--- config.mk ---
export PLATFORM = sky130hd
export DESIGN_NAME = prog_clk_divider
export DESIGN_NICKNAME = d
export VERILOG_FILES = /design/src/rtl/prog_clk_divider.sv
export SDC_FILE = /design/constraint.sdc
export NUM_CORES = 1
export LEC_CHECK = 0
export BUFFER_PORTS_ARGS = -buffer_cell sky130_fd_sc_hd__buf_2
export CAP_MARGIN = 20
export CORE_AREA = 2 2 145 147
export CTS_CLUSTER_DIAMETER = 100
export DETAILED_ROUTE_END_ITERATION = 7
export DIE_AREA = 0 0 147 149
export PLACE_DENSITY_LB_ADDON = 0.08
export SLEW_MARGIN = 25
export SYNTH_ARGS = -nofsm -noshare
export SYNTH_HDL_FRONTEND = slang
export SYNTH_SLANG_ARGS = --single-unit
--- constraint.sdc ---
create_clock -name clk -period 5.15 [get_ports clk]
set_input_delay 1.03 -clock clk [delete_from_list [all_inputs] [get_ports clk]]
set_output_delay 1.03 -clock clk [all_outputs]
set_load 0.005 [all_outputs]
--- src/rtl/prog_clk_divider.sv ---
// Runtime-programmable clock divider: near-50% divided clock plus a one-cycle tick per period.
// Ratio reloads are held pending and applied only at a period boundary or on restart.
module prog_clk_divider #(
    parameter int unsigned     WIDTH       = 32,
    parameter longint unsigned DEFAULT_DIV = 50000000
) (
    input  logic             clk,
    input  logic             rst,
    input  logic             en,
    input  logic             restart,
    input  logic             div_load,
    input  logic [WIDTH-1:0] div_in,
    output logic             clk_n,
    output logic             tick,
    output logic [WIDTH-1:0] div_active,
    output logic             pending,
    output logic             load_err
);

    localparam longint unsigned DIV_MAX   = (64'd1 << WIDTH) - 64'd1;
    localparam logic [WIDTH-1:0] DIV_RESET = WIDTH'(DEFAULT_DIV);

    if ((DEFAULT_DIV < 64'd2) || (DEFAULT_DIV > DIV_MAX)) begin : g_bad_default_div
        $error("prog_clk_divider: DEFAULT_DIV must lie in 2 .. 2**WIDTH-1");
    end

    logic [WIDTH-1:0] cnt;
    logic [WIDTH-1:0] cnt_nx;
    logic [WIDTH-1:0] cnt_inc;
    logic [WIDTH-1:0] div_pend;
    logic [WIDTH-1:0] div_pend_nx;
    logic [WIDTH-1:0] div_active_nx;
    logic [WIDTH-1:0] high_start;
    logic             clk_n_nx;
    logic             tick_nx;
    logic             pending_nx;
    logic             load_err_nx;
    logic             load_ok;
    logic             wrap;

    // Next-state logic; priority is restart over wrap/count, rst handled in the register.
    always_comb begin
        load_ok       = div_load && (div_in >= WIDTH'(2));
        wrap          = (cnt == div_active - WIDTH'(1));
        cnt_inc       = cnt + WIDTH'(1);
        high_start    = div_active - (div_active >> 1);
        cnt_nx        = cnt;
        clk_n_nx      = clk_n;
        tick_nx       = 1'b0;
        div_active_nx = div_active;
        div_pend_nx   = div_pend;
        pending_nx    = pending;
        load_err_nx   = div_load && !load_ok;

        if (restart) begin
            cnt_nx   = '0;
            clk_n_nx = 1'b0;
            if (load_ok) begin
                div_active_nx = div_in;
                div_pend_nx   = div_in;
                pending_nx    = 1'b0;
            end else if (pending) begin
                div_active_nx = div_pend;
                pending_nx    = 1'b0;
            end
        end else begin
            if (en) begin
                if (wrap) begin
                    cnt_nx   = '0;
                    tick_nx  = 1'b1;
                    clk_n_nx = 1'b0;
                    if (pending) begin
                        div_active_nx = div_pend;
                        pending_nx    = 1'b0;
                    end
                end else begin
                    cnt_nx   = cnt_inc;
                    clk_n_nx = (cnt_inc >= high_start);
                end
            end
            // A load coinciding with a wrap becomes pending for the following wrap.
            if (load_ok) begin
                div_pend_nx = div_in;
                pending_nx  = 1'b1;
            end
        end
    end

    always_ff @(posedge clk) begin
        if (rst) begin
            cnt        <= '0;
            clk_n      <= 1'b0;
            tick       <= 1'b0;
            div_active <= DIV_RESET;
            div_pend   <= DIV_RESET;
            pending    <= 1'b0;
            load_err   <= 1'b0;
        end else begin
            cnt        <= cnt_nx;
            clk_n      <= clk_n_nx;
            tick       <= tick_nx;
            div_active <= div_active_nx;
            div_pend   <= div_pend_nx;
            pending    <= pending_nx;
            load_err   <= load_err_nx;
        end
    end

endmodule
; After elaboration in Yosys (flattened, before gate mapping)
; Index checks and enable logic that the tools add are counted.
[totals]
elab_cells = 36
in_bits = 37
regBits = 100
output_inout_bits = 36
[op_classes]
n_reduce_logical = 11
n_eq_ne = 1
n_lt_le_gt_ge = 2
n_bitwise = 1
add_sub_neg = 3
mux = 11
[op_table]
columns = op, count
row1 = $mux 32, 6
row2 = $add 32x1->32 const B, 1
row3 = $eq 32x32->1, 1
row4 = $ge 32x2->1 const B, 1
row5 = $ge 32x32->1, 1
row6 = $sub 32x1->32 const B, 1
row7 = $sub 32x31->32, 1
row8 = $reduce_bool 2->1, 4
row9 = $mux 1, 5
row10 = $reduce_and 2->1, 2
row11 = $reduce_or 3->1, 1
row12 = $logic_and 1x1->1, 2
row13 = $reduce_or 2->1, 1
row14 = $logic_not 1->1, 1
row15 = $not 1->1, 1

; Depth between registers and ports, before layout
[depth]
word_depth = 5
depth_mapped = 21
ltp_nobuf = 20

; Least setup slack after synthesis
; No wires, ideal clock.
[synth_path]
kind = flip-flop to flip-flop
from = register div_active[0]
to = register clk_n
path_slack_ns = 1.234
stages_incl_launch_ff = 22
path_buffers = 1
setup_ns = 0.122
period_less_slack_ns = 3.916
required_ns = 5.028
arrival_time_ns = 3.795
cell_sequence = dfxtp_1 -> buf_2 -> inv_1 -> ha_1 -> inv_1 -> fa_1 -> nor2b_1 -> o21ai_0 -> a31oi_1 -> o31ai_1 -> o221ai_1 -> a211oi_1 -> xnor2_1 -> ha_1 -> a21o_1 -> a21o_1 -> a211o_1 -> o211ai_1 -> a21oi_1 -> nor2_1 -> o31a_1 -> o31ai_1
[synth_between]
elab_chain_cells = 3
elab_cells_between_ends = 5
classes_between = add/sub (2) / order compare (1) / eq/ne (1) / mux (1)
[synth_rtl]
columns = element, line
row1 = "start, declared", 15  ; output logic [WIDTH-1:0] div_active,
row2 = "start signal, assigned", 102  ; div_active <= div_active_nx;
row3 = $sub 32x31->32 or $sub 32x1->32 (tied branches), "46, 44"
row4 = $ge 32x32->1 or $eq 32x32->1 (tied branches), "78, 44"
row5 = $mux 1 (*), 68  ; if (wrap) begin
row6 = "end signal, assigned", 100  ; clk_n <= clk_n_nx;
row7 = "end, declared", 13  ; output logic clk_n,
; Mark *: on every way between the ends. The rest lies on a longest branch, timed or not.
; A chain may end at the register's enable or synchronous reset.

; Final worst setup path
[layout_path]
from = register div_active[4]
to = register clk_n
; The elaborated chain is that of the path after synthesis.

==> results.rst <==
.. list-table::
   :header-rows: 1

   * - Metric
     - Value
   * - Maximum count of clock buffers along a single path
     - 2
   * - Deepest level of the CTS H-tree
     - 3
   * - Crit path setup slack, layout
     - around 0.56 ns
   * - Slew margin rel.
     - between 50% and 60%
   * - Gate count of the mapped netlist
     - about 1,100
   * - Share of synthesized area spent on multiplexers
     - 8.28%
   * - Number of max-slew violations in the final report
     - 0
   * - Outcome
     - finished clean
   * - Crit path time final
     - around 4.6 ns
   * - Worst-path cell with the longest stage delay
     - o31ai_1
   * - Worst-skew pair later-pin latency
     - around 0.36 ns
   * - Post-CTS repair timing setup buffer count
     - 0
   * - Distinct cell type count of the synthesized netlist
     - 70
   * - Diode count
     - 0
   * - Sequential cell area
     - 2010 um2
   * - Crit path max fanout
     - 7
   * - Netlist area before placement
     - 8960 um2
   * - Portion of synthesized cell area occupied by the leading cell type
     - around 22%
   * - TritonCTS sink count
     - 100
   * - Largest net degree at the start of global routing
     - 68
   * - Post-route clock skew
     - approximately 0.012 ns
   * - Worst Max-Slew Pin Slew
     - 0.729 ns
   * - Most frequently used cell type in the post-synthesis netlist
     - nor2_1
   * - Antenna Nets Post-Route
     - 0
   * - CTS root buf
     - clkbuf_16
   * - Fillcell total
     - about 2,100
   * - Most common library cells after synthesis
     - 122 x nor2_1, 100 x dfxtp_1, 98 x ha_1
   * - Final cell area excluding filler cells
     - between 9000 and 10,000 um2
   * - Setup CP Type
     - register to register
   * - Leak pwr
     - approximately 4.3 nW
   * - Area of the multi-input gates
     - ~6400 um2
   * - Worst min path class
     - register to register
   * - IR drop worst, VDD
     - between 0.0001 and 0.00015 V
   * - Average cell area after synthesis
     - between 8 and 9 um2
   * - Post-synthesis share of cell area spent on and, or, nand and nor gates
     - 21.0%
   * - Ordered list of cells on the worst path
     - inv_1, ha_1, inv_1, a21oi_1, a31oi_1, and3_1, o31ai_1, a2111oi_0, nor4_1, xnor2_1, ha_1, a21o_1, a21o_1, a211o_1, o211ai_1, a21oi_1, nor2_1, o31a_1, o31ai_1
   * - Part of the Yosys area used for sequential elements
     - 22.3%
   * - Horiz. Die Dim
     - between 100 and 150 um
   * - R2R Path Start
     - div_active[4]
   * - Dominant combinational cell family by area after synthesis
     - simple AND/OR/NAND/NOR gates
   * - Setup TNS Final
     - 0 ns
   * - Kind of end point of the critical path
     - register
   * - First-pass iteration count of the detailed router
     - 5
   * - Post-synthesis cell type with the largest combined area
     - dfxtp_1
   * - Worst-case setup slack after placement
     - approximately 0.64 ns
   * - Layout overhead on the synthesized area
     - 9.47%
   * - Achievable frequency
     - 218 MHz
   * - Placeable core region
     - slightly above 20,000 um2
   * - # IOs
     - 73
   * - Critical path launch point
     - div_active[4]
   * - Number of synthesis warnings
     - 0
   * - GRT Overall Usage
     - 23.3%
   * - Clock transition time at the flip-flop clock pins of the worst setup and hold paths
     - roughly 0.080 ns
   * - Final layout net count
     - 1,282
   * - Total congestion overflow
     - 0
   * - Number of gates resized after cts
     - 0
   * - Starting density of the core
     - between 40% and 50%
   * - Number of buffers inserted during clock tree synthesis
     - 9
   * - Clock tree from TritonCTS
     - done
   * - Antenna violations before repair
     - 0
   * - Area post-placement
     - ~9500 um2
   * - Highest cell delay on the worst timing path
     - between 0.6 and 0.7 ns
   * - Syn Nets
     - 1,244
   * - Primary FF master, synth
     - dfxtp_1
   * - Number of buffers added on ports
     - just over 70
   * - Synth Area in Adders
     - approximately 14%
   * - Post-synth EDFFs
     - 0
   * - Die area
     - ~22,000 um2
   * - Number of rows in the core area
     - 53
   * - Wire length after detailed routing
     - 25,100 um
   * - Compound-Gate Fraction of Synth Area
     - between 10% and 20%
   * - DRC viols
     - 0
   * - Proportion of register bits with asynchronous set or reset after synthesis
     - 0%
   * - Sum of net half-perimeters after detailed placement
     - roughly 19,000 um
   * - Die extent in y
     - between 100 and 150 um
   * - Vias in the first global route
     - roughly 7,300
   * - Vias after detailed routing
     - 7,844
   * - RePlAce Congestion
     - between 0.8 and 0.9
   * - Fraction of layout instances using a drive strength above 1
     - about a tenth
   * - Critical path launch point type
     - register
   * - Power per cell area
     - 225 nW/um2
   * - # setup viols final
     - 0
   * - Most area-consuming cells after synthesis
     - dfxtp_1 22%, ha_1 14%, mux2i_1 8.2%
   * - Post-detailed-route via-to-cell ratio
     - around 5.5
   * - Final hold violation count
     - 0
   * - Critical hold path startpoint
     - div_pend[18]
   * - Final worst-path cycle share
     - between 80% and 90%
   * - Required time of the critical path
     - 5.38 ns
   * - Max-capacitance violation count
     - 0
   * - # hold bufs at CTS
     - 0
   * - Detail-routed net length per standard cell
     - 17.6 um
   * - Number of synthesized register bits
     - 100
   * - CP arrival
     - between 4 and 5 ns
   * - Setup repair after global routing missed its margin
     - no
   * - Iteration-0 DRC count of the detailed router
     - about 380
   * - Post-Synth XOR/XNOR Area
     - around a tenth
   * - Global-route wire length before repair
     - about 40,000 um
-- state kept, by name (all words and copies together) (netlist names) --
signal	flops
cnt	32
load_err	1
div_pend	32
clk_n	1
pending	1
tick	1
div_active	32
-- final timing paths --
kind         depth (start not counted)  slack [ns]           end
max                                 19        0.56         clk_n
min                                  2        0.46  div_pend[18]
max reg2reg                         19        0.56         clk_n
min reg2reg                          2        0.46  div_pend[18]
-- critical path, delay by kind of cell, from the launching register on --
kind | cells | cell delay, ns
XOR/XNOR | 1 | 0.17
adder cells (fa/ha/maj) | 2 | 0.64
AO/OA/AOI/OAI | 11 | 2.31
buffers and inverters | 2 | 0.17
AND/OR/NAND/NOR | 3 | 0.68
flip-flops | 1 | 0.46
-- per-stage QoR --
| stage | hold slack (ns) | std cells | power (W) | util (%) |
|---|---|---|---|---|
| floorplan | 0.435 | 1108 | 0.00134 | - |
| global route | 0.476 | 1426 | 0.00234 | 47.7 |
| global placement | 0.445 | 1410 | 0.00151 | 46.3 |
| detailed placement | 0.449 | 1410 | 0.00151 | 46.3 |
| CTS | 0.461 | 1426 | 0.00222 | 47.7 |
| finish | 0.458 | 1426 | 0.00221 | 47.7 |
-- layout make-up --
class | count | area share (%)
tap | 275 | 3.51
multi-input combinational | 874 | 65.5
timing repair buffer | 83 | 4.52
inverter | 78 | 2.99
clock inverter | 6 | 0.574
sequential | 100 | 20.4
clock buffer | 10 | 2.44
-- power breakdown --
| group | internal, W | switching [W] |
|---|---|---|
| logic | 0.000275 | 0.000367 |
| registers | 0.000803 | 0.0000479 |
| clock network | 0.000352 | 0.000362 |
-- cells by family after synthesis --
family	after synthesis
xor gates and xnor gates	100
adders and majority gates	99
muxes	74
buffers and inverters	134
and+or+nand+nor	371
AOI/OAI and AO/OA	230
DFF	100
-- routing by layer --
layer	vias to the layer above	track usage [%]	routed length [um]
met3	20	2.97	903
met4	0	4.76	356
met2	157	35.0	10400
li1	4046	-	-
met1	3621	35.6	13400
met5	-	0	0
-- cells in the final DEF (no fill, tap or decap), drive strengths merged, types with 33 or more instances in the layout --
cell type and n:
xor2 33, o21ai 48, mux2i 73, inv 80
buf 83, ha 98, dfxtp 100, a21oi 42
nand2 63, xnor2 65, nor2 122
No activity file was read; power rests on OpenSTA's default activity.
